$ cat config.mk
export PLATFORM = sky130hd
export DESIGN_NAME = uart_rx_core
export DESIGN_NICKNAME = d
export VERILOG_FILES = /design/src/rtl/uart_rx_core.sv
export SDC_FILE = /design/constraint.sdc
export NUM_CORES = 1
export LEC_CHECK = 0
export CAP_MARGIN = 0
export CORE_MARGIN = 2
export CORE_UTILIZATION = 45
export CTS_CLUSTER_SIZE = 40
export DETAILED_ROUTE_END_ITERATION = 10
export PLACE_DENSITY_LB_ADDON = 0.3
export SYNTH_ARGS = -nofsm -noshare
export SYNTH_HDL_FRONTEND = slang
export SYNTH_SLANG_ARGS = --single-unit
$ cat constraint.sdc
create_clock -name CLK -period 1.2 [get_ports CLK]
set_clock_uncertainty 0.05 [all_clocks]
set_input_delay 0.24 -clock CLK [delete_from_list [all_inputs] [get_ports CLK]]
set_output_delay 0.24 -clock CLK [all_outputs]
set_load 0.005 [all_outputs]
$ cat src/rtl/uart_rx_core.sv
// Purpose: UART receiver that turns an oversampled serial line into DATA_W-bit words, with optional even/odd parity.
// Latency: DATA_VALID rises (1+DATA_W+PAR_EN)*OVS + OVS/2 + 4 cycles after the start edge on RX_IN.
// Backpressure: none. The status pulses last one cycle and are not held, so the consumer must take them when they occur.
module uart_rx_core #(
  parameter int OVS    = 8,
  parameter int DATA_W = 8
) (
  input  logic              CLK,
  input  logic              RST,
  input  logic              RX_IN,
  input  logic              PAR_EN,
  input  logic              PAR_TYP,
  output logic [DATA_W-1:0] P_DATA,
  output logic              DATA_VALID,
  output logic              PAR_ERR,
  output logic              STP_ERR,
  output logic              Busy
);

  localparam int EW = $clog2(OVS);
  localparam int BW = (DATA_W > 1) ? $clog2(DATA_W) : 1;
  localparam logic [EW-1:0] E_S0   = EW'(OVS/2 - 1);
  localparam logic [EW-1:0] E_S1   = EW'(OVS/2);
  localparam logic [EW-1:0] E_DEC  = EW'(OVS/2 + 1);
  localparam logic [EW-1:0] E_LAST = EW'(OVS - 1);
  localparam logic [BW-1:0] B_LAST = BW'(DATA_W - 1);

  typedef enum logic [2:0] {
    S_IDLE,
    S_START,
    S_DATA,
    S_PARITY,
    S_STOP
  } state_t;

  state_t              state, state_nxt;
  logic                rst_meta, rst_n_s;
  logic                rx_m, rx_s;
  logic [EW-1:0]       edge_cnt;
  logic [BW-1:0]       bit_cnt;
  logic                samp0, samp1;
  logic [DATA_W-1:0]   shreg;
  logic                par_en_l, par_typ_l, perr_flag;
  logic                bit_val, dec, wrap;
  logic                dv_nxt, pe_nxt, se_nxt;

  // Reset asserts immediately and is released only on a clock edge, so no flop leaves reset mid-cycle.
  always_ff @(posedge CLK or negedge RST) begin
    if (!RST) begin
      rst_meta <= 1'b0;
      rst_n_s  <= 1'b0;
    end else begin
      rst_meta <= 1'b1;
      rst_n_s  <= rst_meta;
    end
  end

  // Two-flop synchroniser for the asynchronous line. It resets to the idle level (high) so no false start is seen.
  always_ff @(posedge CLK or negedge rst_n_s) begin
    if (!rst_n_s) begin
      rx_m <= 1'b1;
      rx_s <= 1'b1;
    end else begin
      rx_m <= RX_IN;
      rx_s <= rx_m;
    end
  end

  // The bit value is the 2-of-3 majority of the three samples around the bit centre.
  // The third sample is the live rx_s, taken in the cycle the decision is made.
  assign bit_val = (samp0 & samp1) | (samp0 & rx_s) | (samp1 & rx_s);
  assign dec     = (edge_cnt == E_DEC);
  assign wrap    = (edge_cnt == E_LAST);
  assign Busy    = (state != S_IDLE);

  // State register.
  always_ff @(posedge CLK or negedge rst_n_s) begin
    if (!rst_n_s) state <= S_IDLE;
    else          state <= state_nxt;
  end

  // Next-state logic and the stop-bit evaluation that drives the output pulses.
  always_comb begin
    state_nxt = state;
    dv_nxt    = 1'b0;
    pe_nxt    = 1'b0;
    se_nxt    = 1'b0;
    case (state)
      S_IDLE: begin
        if (!rx_s) state_nxt = S_START;
      end
      S_START: begin
        if (dec && bit_val) state_nxt = S_IDLE;
        else if (wrap)      state_nxt = S_DATA;
      end
      S_DATA: begin
        if (wrap && (bit_cnt == B_LAST)) state_nxt = par_en_l ? S_PARITY : S_STOP;
      end
      S_PARITY: begin
        if (wrap) state_nxt = S_STOP;
      end
      S_STOP: begin
        // The FSM leaves at the decision point rather than at bit end.
        // This keeps the second half of the stop bit open for detecting the next start edge.
        if (dec) begin
          state_nxt = S_IDLE;
          dv_nxt    = bit_val & ~perr_flag;
          pe_nxt    = perr_flag;
          se_nxt    = ~bit_val;
        end
      end
      default: state_nxt = S_IDLE;
    endcase
  end

  // Bit-timing counters: edge_cnt tracks position within a bit, bit_cnt counts data bits.
  always_ff @(posedge CLK or negedge rst_n_s) begin
    if (!rst_n_s) begin
      edge_cnt <= '0;
      bit_cnt  <= '0;
    end else begin
      if (state == S_IDLE || state_nxt == S_IDLE || wrap) edge_cnt <= '0;
      else                                                edge_cnt <= edge_cnt + 1'b1;
      if (state == S_IDLE)                 bit_cnt <= '0;
      else if (state == S_DATA && wrap)    bit_cnt <= (bit_cnt == B_LAST) ? '0 : bit_cnt + 1'b1;
    end
  end

  // Datapath: centre samples, LSB-first shift register, and per-frame parity settings and parity result.
  always_ff @(posedge CLK or negedge rst_n_s) begin
    if (!rst_n_s) begin
      samp0     <= 1'b1;
      samp1     <= 1'b1;
      shreg     <= '0;
      par_en_l  <= 1'b0;
      par_typ_l <= 1'b0;
      perr_flag <= 1'b0;
    end else begin
      if (state != S_IDLE && edge_cnt == E_S0) samp0 <= rx_s;
      if (state != S_IDLE && edge_cnt == E_S1) samp1 <= rx_s;
      if (state == S_IDLE && !rx_s) begin
        par_en_l  <= PAR_EN;
        par_typ_l <= PAR_TYP;
        perr_flag <= 1'b0;
      end
      if (state == S_DATA && dec) shreg <= {bit_val, shreg[DATA_W-1:1]};
      // Expected parity bit is XOR(data) for even parity and its inverse for odd parity.
      if (state == S_PARITY && dec) perr_flag <= bit_val ^ (^shreg) ^ par_typ_l;
    end
  end

  // Registered outputs: each pulse lasts one cycle, and P_DATA updates only on an error-free frame.
  always_ff @(posedge CLK or negedge rst_n_s) begin
    if (!rst_n_s) begin
      P_DATA     <= '0;
      DATA_VALID <= 1'b0;
      PAR_ERR    <= 1'b0;
      STP_ERR    <= 1'b0;
    end else begin
      DATA_VALID <= dv_nxt;
      PAR_ERR    <= pe_nxt;
      STP_ERR    <= se_nxt;
      if (dv_nxt) P_DATA <= shreg;
    end
  end

endmodule

---- Word-level counts from Yosys, hierarchy flattened ----
Index checks and enable logic that the tools add are counted.
word-level totals
  flip-flop bits (word level) ............. 37
  input bits .............................. 5
  output and inout bits ................... 12
operators by class
  add/sub/neg operators ................... 2
  bitwise operators ....................... 10
  reduce and logical (&&, ||, !) cells .... 17
  equality and inequality tests ........... 9
  mux-type cells .......................... 20
operators with widths
  kind                                                  count
  two-way mux 3 bit                                     11
  equality test 3 bit (second input constant)           5
  case mux 3 bit (5 select lines)                       1
  equality test 3 x 2 -> 1 bit (second input constant)  3
  logical AND 1 bit                                     8
  two-way mux 1 bit                                     8
  parity 8 bit                                          1
  adder 3 x 1 -> 3 bit (second input constant)          2
  zero test 3 bit                                       2
  AND 1 bit                                             4
  nonzero test 2 bit                                    2
  equality test 3 x 1 -> 1 bit (second input constant)  1
  nonzero test 3 bit                                    1
  logical OR 1 bit                                      2
  inverter 1 bit                                        2
  OR 1 bit                                              2
  XOR 1 bit                                             2
  zero test 1 bit                                       1

---- Depth between registers and ports, before layout ----
  depth in word-level cells ............... 10
  depth in mapped cells ................... 7
  gate-level depth less buffers ........... 6

---- Least setup slack after synthesis ----
No wires, ideal clock.
  path type ............................... flip-flop to flip-flop
  start point ............................. reg edge_cnt[0]
  end point ............................... reg edge_cnt[0]
  data required time ...................... 1039 ps
  stages on the path, launching flop included .. 8
  arrival time ............................ 1892 ps
  setup slack ............................. -854 ps
  cell sequence ........................... dfrtp_1 > ha_1 > ha_1 > buf_2 > or4b_1 > a21oi_2 > nor3_2 > a2111oi_2
between the ends
  longest elaborated chain between the ends .. 8
  elaborated cells on any way between the ends .. 15
  classes of those cells .................. add/sub: 1; eq/ne: 2; mux: 7; reduce/logical: 5
RTL lines
  what                                             line    RTL
  from (decl)                                      39      logic [EW-1:0] edge_cnt;
  from (signal assigned)                           123     else edge_cnt <= edge_cnt + 1'b1;
  equality test 3 bit, on equally long branches    73, 72
  two-way mux 3 bit, or another cell as far along  94      else if (wrap) state_nxt = S_DATA;
  two-way mux 3 bit, on equally long branches      93, 97
  case mux 3 bit (5 select lines)                  88      case (state)
  zero test 3 bit                                  122     if (state == S_IDLE || state_nxt == S_IDLE || wrap) edge_cnt <= '0;
  logical OR 1 bit (2 in series)                   122
  two-way mux 3 bit *                              122
Mark *: on every way between the ends. The rest lies on a longest branch, timed or not.
A chain may end at the register's enable or synchronous reset.

---- Worst setup path after layout ----
  start point ............................. reg edge_cnt[1]
  end point ............................... reg edge_cnt[2]
Same word-level chain as after synthesis.

==> flow_metrics.env <==
export IMPL_status="complete, but fails checks"
export IMPL_failed_checks="negative setup slack"
export IMPL_layout_drive_gt1_share_pct=61.1
export IMPL_initial_core_util_pct=46.9
export IMPL_postRouteAntennaNets=0
export IMPL_antenna_found_initial=0
export IMPL_rows=22
export IMPL_cts_tree="done"
export IMPL_grt_max_degree=36
export IMPL_met1Wirelength_um=1650
export IMPL_worstHoldPathType="input port to async pin"
export IMPL_ys_flop_type="dfrtp_1"
export IMPL_cts_sinks=37
export IMPL_clockBufferDepth=2
export IMPL_yosysWarningCount=0
export IMPL_track_usage_pct=21.7
export IMPL_drv_slew=0
export IMPL_p_seq_share_pct=37.1
export IMPL_vdd_drop_max_v=0.00111
export IMPL_final_hold_viol_count=0
export IMPL_r2r_slack_ns=-0.72
export IMPL_clkTransAtPathRegs_ns=0.07
export IMPL_grt_pass1_vias=1418
export IMPL_wl_met3_um=134
export IMPL_grt_overflow=0
export IMPL_path_class="flip-flop to flip-flop"
export IMPL_post_route_drc_count=0
export IMPL_synthCells=137
export IMPL_path_max_fanout=3
export IMPL_finalNetCount=219
export IMPL_root_buffer="clkbuf_8"
export IMPL_multi_input_area_um2=997
export IMPL_seq_area_um2=931
export IMPL_leakage_nw=1.32
export IMPL_clkPwrFrac_pct=20.4
export IMPL_boundaryPins=17
export IMPL_crit_path_start_kind="flip-flop"
export IMPL_clk_latency_ns=0.30
export IMPL_core_region_area_mm2=0.00366
export IMPL_gp_congestion=0.827
export IMPL_insertedDiodeCount=0
export IMPL_internal_power_w=0.00279
export IMPL_maxCapViolCount=0
export IMPL_htree_num_levels=2
export IMPL_vias=1319
export IMPL_dp_hpwl_um=2610
export IMPL_synthesis_area_mm2=0.00172
export IMPL_syn_avg_cell_area_um2=12.5
export IMPL_dr_pass1_iters=4
export IMPL_relSlewSlack_pct=66.2
export IMPL_die_y_um=65.7
export IMPL_cp_data_arrival_time_ns=2.06
export IMPL_synth_cell_types=36
export IMPL_ys_ff_latch=37
export IMPL_wl_um=4160
export IMPL_fin_setup_tns_ns=-17.86
export IMPL_port_buffers=16
export IMPL_wl_met2_um=2230
export IMPL_rr_worst_depth=6
export IMPL_first_iter_violations=53
export IMPL_combPwrFrac_pct=42.5
export IMPL_cts_buffers_inserted=5
export IMPL_synth_edf_count=0
export IMPL_fin_crit_ns=1.92
export IMPL_crit_required_ns=1.34
export IMPL_dieWidth_um=65.7
export IMPL_syn_num_nets=149
export IMPL_grt_pass1_wl_um=6820
export IMPL_place_inst=235
export IMPL_switching_power_w=0.00139
export IMPL_rsz0062_at_grt="yes"
export IMPL_period_share_pct=160
export IMPL_areaGrowthSynthToFinish_pct=55.8
export IMPL_max_freq_mhz=521
export IMPL_layoutNonFillerInstCount=256
export IMPL_via_per_inst=5.15
export IMPL_top_layer="met4"
export IMPL_tightest_slew_ns=0.504
export IMPL_finalSetupViolations=34
export IMPL_worst_setup_path_end_kind="flip-flop"
export IMPL_power_density_mw_per_mm2=1560
export IMPL_timing_final_ws_setup_ns=-0.720
export IMPL_seq_area_frac_synth_pct=54.3
export IMPL_p_sw_share_pct=33.2
export IMPL_post_drt_wl_per_cell_um=16.3
export IMPL_dieArea_mm2=0.00432
export IMPL_synthArstFlopShare_pct=100
export IMPL_n_fill_cell=233
## through the flow
step	total power [W]	utilization, %	cell area (um2)	setup slack [ns]	hold WS (ns)
finish	0.00418	73.0	2670	-0.720	0.0560
global route	0.00439	73.0	2670	-0.775	0.0453
CTS	0.00407	70.9	2590	-0.737	0.0503
detailed placement	0.00294	64.3	2350	-0.738	0.188
global placement	0.00288	64.3	2350	-0.652	0.184
floorplan	0.00238	-	1850	-0.801	-0.106
## state kept, by name, summed over array words and instances (netlist names), 3 cells and up
register	cells
state	3
P_DATA	8
bit_cnt	3
edge_cnt	3
shreg	8
## synthesized netlist by cell type, types with 2 or more instances
library cell / n / area (um2)
dfrtp_1: 33 / 826
mux2_2: 20 / 225
inv_1: 10 / 37.5
ha_1: 7 / 87.6
nand2_1: 6 / 22.5
o21ai_0: 6 / 30.0
xnor2_1: 6 / 52.6
nor2_1: 5 / 18.8
dfstp_2: 4 / 105
nand3_1: 4 / 20.0
a21oi_1: 3 / 15.0
a22o_1: 3 / 26.3
buf_2: 3 / 15.0
a2111oi_2: 2 / 30.0
nand3b_1: 2 / 15.0
nor2b_1: 2 / 12.5
nor3_2: 2 / 20.0
## layout make-up
| type | count | share of cell area [%] |
|---|---|---|
| clock buffer | 5 | 2.57 |
| clock inverter | 3 | 0.655 |
| inverter | 10 | 1.40 |
| multi-input combinational | 86 | 37.3 |
| sequential | 37 | 34.8 |
| tap | 48 | 2.25 |
| timing repair buffer | 67 | 21.0 |
## final timing paths
check	startpoint	end
max in group asynchronous	rst_n_s	rx_s
max reg2reg	edge_cnt[1]	edge_cnt[2]
max	edge_cnt[1]	edge_cnt[2]
min reg2reg	rst_n_s	P_DATA[7]
min	RST	rst_n_s
min in group CLK	RX_IN	rx_m
## worst max-delay path, stage by stage, from the launching register on
cell       delay (ns)
dfrtp_1          0.41
ha_4             0.18
ha_4             0.16
or4b_4           0.49
a21oi_4          0.14
nor3_4           0.07
a2111oi_2        0.30
## cells by family (layout without fill, tap and decap cells)
logic type,count (synthesis),after routing,share of synthesized area [%]
DFF,37,37,54.3
and+or+nand+nor,31,31,10.7
muxes,21,21,13.7
AOI/OAI and AO/OA,17,17,7.22
buffers and inverters,14,85,3.28
adders and majority gates,8,8,5.76
xor gates and xnor gates,8,8,4.89
other,1,1,0.219
## power groups by stage
stage	logic, W	registers, W	clock network, W
after CTS	0.00166	0.00153	0.000876
after global placement	0.00133	0.00155	0
after floorplan	0.000833	0.00155	0
final	0.00178	0.00155	0.000855
after global routing	0.00188	0.00157	0.000938
after detailed placement	0.00139	0.00155	0
## metal layers
layer  vias up  track usage, %
met3        13            4.97
li1        605               -
met1       674            26.7
met2        27            35.9
met5         -               0
met4         0            10.2
## cells in the final DEF (no fill, tap or decap), types with 5 or more instances in the layout
master and count:
inv_1 7, clkbuf_8 5, mux2_4 15, ha_4 5, mux2_2 5, buf_4 40, buf_6 8, clkbuf_2 7
xnor2_1 6, clkdlybuf4s15_1 5, dfrtp_1 33, nor2_1 5
## repair_timing
item	4_1_cts	5_1_grt
hold buffers	0	0
resized for setup	53	25
buffers inserted	8	7
cloned	0	1
pin swaps	9	8
setup endpoints to repair	45	41
No activity file was read; power rests on OpenSTA's default activity.
